[src/rtl/ascon_perm_iter.sv]
// Iterative Ascon permutation: one full round (pc, ps, pl) per clock on a 320-bit state register.
// Serves pa (start at round 0) and pb (start at round 6); rounds always finish at index 11.

module pl (
  input  logic [0:4][63:0] x,
  output logic [0:4][63:0] y
);

  function automatic logic [63:0] rotr(input logic [63:0] v, input int n);
    return (v >> n) | (v << (64 - n));
  endfunction

  always_comb begin
    y[0] = x[0] ^ rotr(x[0], 19) ^ rotr(x[0], 28);
    y[1] = x[1] ^ rotr(x[1], 61) ^ rotr(x[1], 39);
    y[2] = x[2] ^ rotr(x[2], 1)  ^ rotr(x[2], 6);
    y[3] = x[3] ^ rotr(x[3], 10) ^ rotr(x[3], 17);
    y[4] = x[4] ^ rotr(x[4], 7)  ^ rotr(x[4], 41);
  end

endmodule

module ascon_perm_iter (
  input  logic             clock_i,
  input  logic             reset_i,
  input  logic             start_i,
  input  logic [3:0]       round_start_i,
  input  logic [0:4][63:0] state_i,
  output logic             ready_o,
  output logic             done_o,
  output logic [3:0]       round_o,
  output logic [0:4][63:0] state_o
);

  typedef enum logic [1:0] {IDLE, RUN, DONE} fsm_t;

  fsm_t             fsm_p0;
  logic [0:4][63:0] state_p0;
  logic [3:0]       round_p0;
  logic [0:4][63:0] pc_out;
  logic [0:4][63:0] ps_out;
  logic [0:4][63:0] pl_out;

  // Bitsliced form of the 5-bit S-box, x0 is the column MSB.
  function automatic logic [0:4][63:0] sbox_layer(input logic [0:4][63:0] s);
    logic [63:0] x0, x1, x2, x3, x4;
    logic [63:0] t0, t1, t2, t3, t4;
    x0 = s[0]; x1 = s[1]; x2 = s[2]; x3 = s[3]; x4 = s[4];
    x0 = x0 ^ x4;
    x4 = x4 ^ x3;
    x2 = x2 ^ x1;
    t0 = ~x0 & x1;
    t1 = ~x1 & x2;
    t2 = ~x2 & x3;
    t3 = ~x3 & x4;
    t4 = ~x4 & x0;
    x0 = x0 ^ t1;
    x1 = x1 ^ t2;
    x2 = x2 ^ t3;
    x3 = x3 ^ t4;
    x4 = x4 ^ t0;
    x1 = x1 ^ x0;
    x0 = x0 ^ x4;
    x3 = x3 ^ x2;
    x2 = ~x2;
    return {x0, x1, x2, x3, x4};
  endfunction

  always_comb begin
    pc_out = state_p0;
    pc_out[2][7:0] = state_p0[2][7:0] ^ {4'hF - round_p0, round_p0};
  end

  assign ps_out = sbox_layer(pc_out);

  pl u_pl (
    .x (ps_out),
    .y (pl_out)
  );

  // Stage p0: state and round registers, advanced once per round while running.
  always_ff @(posedge clock_i or posedge reset_i) begin
    if (reset_i) begin
      fsm_p0   <= IDLE;
      state_p0 <= '0;
      round_p0 <= 4'd0;
    end else begin
      case (fsm_p0)
        IDLE: begin
          if (start_i) begin
            state_p0 <= state_i;
            round_p0 <= round_start_i;
            fsm_p0   <= (round_start_i <= 4'd11) ? RUN : DONE;
          end
        end
        RUN: begin
          state_p0 <= pl_out;
          if (round_p0 == 4'd11) begin
            fsm_p0 <= DONE;
          end else begin
            round_p0 <= round_p0 + 4'd1;
          end
        end
        DONE: begin
          fsm_p0 <= IDLE;
        end
        default: begin
          fsm_p0 <= IDLE;
        end
      endcase
    end
  end

  assign ready_o = (fsm_p0 == IDLE);
  assign done_o  = (fsm_p0 == DONE);
  assign round_o = round_p0;
  assign state_o = state_p0;

endmodule

[config.mk]
export PLATFORM = sky130hd
export DESIGN_NAME = ascon_perm_iter
export DESIGN_NICKNAME = d
export VERILOG_FILES = /design/src/rtl/ascon_perm_iter.sv
export SDC_FILE = /design/constraint.sdc
export NUM_CORES = 2
export LEC_CHECK = 0
export CAP_MARGIN = 10
export CORE_AREA = 2 2 253 255
export CTS_BUF_LIST = sky130_fd_sc_hd__clkbuf_4 sky130_fd_sc_hd__clkbuf_8
export DETAILED_ROUTE_END_ITERATION = 16
export DIE_AREA = 0 0 255 257
export PLACE_DENSITY = 0.84
export REMOVE_ABC_BUFFERS = 1
export SLEW_MARGIN = 10
export SYNTH_ARGS = -nofsm -noshare
export SYNTH_HDL_FRONTEND = slang
export SYNTH_SLANG_ARGS = --single-unit
[constraint.sdc]
create_clock -name clock_i -period 11.6 [get_ports clock_i]
set_input_delay 1.74 -clock clock_i [delete_from_list [all_inputs] [get_ports clock_i]]
set_output_delay 1.74 -clock clock_i [all_outputs]
set_load 0.005 [all_outputs]
# After elaboration in Yosys (flattened, before gate mapping)
# Index checks and enable logic that the tools add are counted.
# totals
inputBits,327
ff_bits,326
output_inout_bits,326
# op_classes
addsub,2
eq_ne,6
n_lt_le_gt_ge,1
muxes,9
n_bitwise,43
n_reduce_logical,5
# op_table
op,n
$xor 64x64->64,21
$pmux 320 s2,1
$not 64->64,6
$and 64x64->64,5
$mux 320,1
$or 23x64->64,1
$or 25x64->64,1
$or 3x64->64,1
$or 36x64->64,1
$or 45x64->64,1
$or 47x64->64,1
$or 54x64->64,1
$or 57x64->64,1
$or 58x64->64,1
$or 63x64->64,1
$mux 4,2
$pmux 4 s2,1
$xor 8x8->8,1
$mux 2,3
$ne 2x2->1 const B,3
$add 4x1->4 const B,1
$eq 4x4->1 const B,1
$le 4x4->1 const B,1
$pmux 2 s2,1
7 further kinds,8

# Logic depth before layout (Yosys ltp)
# depth
word_depth,11
mapped_depth,8
mapped_depth_nobuf,7

# Hierarchy
# A second synthesis with hierarchy kept.
# unflattened
cells_unflattened,3207
area_unflattened_um2,31062.3
# modules_own_cells
module,area_each_um2,cells_each,seq_area_each_um2,instances
ascon_perm_iter,23372.4,2887,8157.8,1
pl,7689.9,320,0.0,1

# Least setup slack after synthesis
# No wires, ideal clock.
# synth_path
path_kind,input to register
startpoint,input start_i
endpoint,"register state_p0, in the netlist state_o[0]"
arrival_time_ns,3.010
stages,8
slack_ns,8.486
setup_ns,0.104
path_buffers,4
path_cell_list,nor2_1 -> or2_2 -> clkbuf_1 -> buf_2 -> buf_2 -> buf_1 -> nor3_1 -> a221oi_1
# synth_via
elab_chain_cells,2
# synth_lines
item,line_no,rtl
start: declaration,26,"input logic start_i,"
$ne 2x2->1 (no line),n/a,
$reduce_and 2->1 (no line),n/a,
end signal: assignment,91,state_p0 <= state_i;
end signal: assignment,97,state_p0 <= pl_out;
end: declaration,38,logic [0:4][63:0] state_p0;
# No other way between the ends.
# A chain may end at the register's enable or synchronous reset.

# Worst setup path after layout
# layout_path
startpoint,input start_i
endpoint,"register state_p0, in the netlist state_o[270]"
# Same word-level chain as after synthesis.

==> results by group <==
Detailed routing
  – Post-route ant nets: 0
  – DR pass1 iterations: 5
  – Detailed Route Iter0 Violations: 3,413
  – Routed len/inst: 33.4 um
  – Post-route DRC: 0
  – DRT Wirelength: 145,000 um
  – Vias/cell: 6.29
  – Vias: 27,300

Finish
  – Most frequent cells in the layout: clkdlybuf4s50_1 (651), xnor2_1 (471), dfrtp_1 (324)
  – Multi-input logic area: 20,500 um2
  – Commonest non-fill, non-tap cell in the layout: clkdlybuf4s50_1
  – Area grow syn2layout: 29.4%
  – Filler cells: 5,172
  – Register area: 8160 um2
  – Layout cells sized above 1: 0.0487
  – Total Nets Final: 3,897
  – Design Area, Final: 38,700 um2

Timing
  – Final Cycle Share: 0.416
  – Worst Skew: 0.0359 ns
  – RSZ-0062 raised after global routing: false
  – Min Clock Period, post-route: 4.82 ns
  – Slew @ Worst Pin: 1.40 ns
  – Final Hold Viols: 0
  – Slew Limit Fails: 0
  – Final setup margin: 6.78 ns
  – Maximum operating frequency: 0.207 GHz
  – Final-report setup violation count: 0
  – Slew HR: 0.0630
  – Total negative slack: 0 ns

Min path
  – Hold Path Origin: state_o[184]
  – Hold Crit Depth: 1
  – Hold path endpoint: state_o[184]
  – Worst min path class: reg2reg

Synth
  – XOR/XNOR Fraction of Synth Area: 0.382
  – Post-Synth Adder-Cell Area: 0.0750
  – Synth Area per Inst: 10.5 um2
  – Cell count after synthesis: 2,840
  – Post-synthesis compound-gate area fraction: 0.122
  – Mux cell area share after synthesis: 0.0181
  – Distinct cell type count after synthesis: 47
  – Synth Area in Simple Gates: 0.0869
  – Largest family of logic cells by synthesized area: XOR/XNOR gates
  – EDFF count, synth: 0
  – Post-Syn Area: 29,900 um2
  – Synth async-reset ratio: 1.00
  – Synth Warn #: 0
  – Sequential area share after synthesis: 0.273
  – Main synth FF type: dfrtp_1
  – Seq cells post-synth: 326

Setup path
  – Most frequent CP cell: buf_4
  – Worst r2r src: round_o[3]
  – Crit-path leading delay family: buffers and inverters
  – Worst r2r path cells: 6
  – Reg2reg end: state_o[71]
  – Crit path buffers/inverters: 4
  – Worst-path cell chain: buf_2 -> buf_4 -> nor2_1 -> or2_4 -> buf_4 -> buf_12 -> nor3_1 -> a221oi_1
  – CP max FO: 204
  – Slowest stage delay, CP: 0.74 ns
  – CP startpoint kind: primary input
  – CP required: 12.14 ns
  – Arr. time, crit path: 5.36 ns
  – Critical Path Slowest Stage Cell: buf_4
  – Setup crit end kind: register
  – R2R Setup Slk: 7.37 ns
  – Worst Setup Path Type: in2reg

Die
  – Full die area: 65,500 um2
  – Die Y: 257 um
  – Starting Density: 0.477
  – Num rows: 92
  – Total core area: 62,700 um2
  – Die width: 255 um
  – I/O pin cnt: 653

Placed design
  – Final Wtd Congestion: 1.06
  – Setup WS pre-CTS: 6.47 ns
  – DP Area: 37,300 um2
  – Post-DP HPWL: 114,000 um
  – I/O Buffers: 652

Global routing
  – Largest net degree at the start of global routing: 205
  – Vias in the first global route: 26,500
  – First-pass GRT wire length: 198,000 um
  – Initial antenna violation count: 5
  – GR Util All Layers: 0.434
  – Overflow after GRT: 0

Clock network
  – CTS clk-pin slew, worst paths: 0.06 ns
  – Max clock buf depth: 3
  – Post-CTS Setup Inserts: 0
  – CTS-repair resized insts: 0
  – H-tree levels: 3
  – Clk sinks: 326
  – Clk_lat worst skew: 0.69 ns
  – Clk Tree Root Cell: clkbuf_8
  – TritonCTS clock tree: built
  – TritonCTS Buffers: 67
  – Post-CTS Hold Buffers: 0

Flow run
  – Max-cap violation count: 0

Status
  – Status: complete, no violations
cells by family after synthesis:
group | Yosys count
compound gates | 525
flops | 326
mux | 54
buf+inv | 344
xor+xnor | 893
simple gates | 506
fa+ha+maj | 192
layer usage:
metal  track usage  part of all wire
met5       0.00451           0.00057
met4         0.289             0.081
met3         0.130              0.12
met2         0.648              0.43
met1         0.540              0.36
how the worst max path moves through the flow:
stage | end | depth (start not counted) | from
final | state_o[270] | 8 | start_i
after global routing | state_o[278] | 9 | start_i
after detailed placement | state_o[6] | 9 | start_i
after floorplan | state_o[67] | 2 | fsm_p0[0]
after global placement | state_o[26] | 9 | start_i
after CTS | state_o[307] | 9 | start_i
synthesized netlist by cell type, types with 7 or more instances:
cell type	n	share of area
nor3b_1	64	0.016
xor2_1	158	0.046
o21ai_0	106	0.018
xnor3_1	247	0.19
or3_1	67	0.014
nor2b_1	14	0.0029
inv_1	192	0.024
a221oi_1	153	0.045
a2bb2oi_1	31	0.0091
mux2i_1	54	0.018
ha_1	129	0.054
xor3_1	11	0.0087
clkbuf_1	140	0.018
o22a_1	64	0.019
xnor2_1	471	0.14
a22oi_1	7	0.0018
nor3_1	156	0.026
nand2_1	136	0.017
nor2_1	47	0.0059
maj3_1	63	0.021
buf_2	7	0.0012
dfrtp_1	326	0.27
a21oi_1	142	0.024
metrics by stage:
step                      std cells   util  hold WS, ns
after CTS                      4337  0.617        0.570
after detailed placement       4218  0.594        0.558
final                          4340  0.617        0.569
after global placement         4218  0.594        0.539
after floorplan                2688      -        0.537
after global routing           4338  0.617        0.586
flip-flops by register name (all words and copies together) (netlist names):
signal / cells
state_o: 320
round_o: 4
fsm_p0: 2
area by class of cell:
cell class | instances | area share
flip-flops and latches | 326 | 0.211
inverters | 192 | 0.0188
multi-input cells | 2170 | 0.529
repair buffers | 684 | 0.176
clock buffers | 106 | 0.0346
well taps | 846 | 0.0273
clock inverters | 13 | 0.00278
diodes | 3 | 0.000194
Power is left out: the tool's default activity adds up to more than one toggle a clock period on the data nets, which glitch-free logic cannot reach.
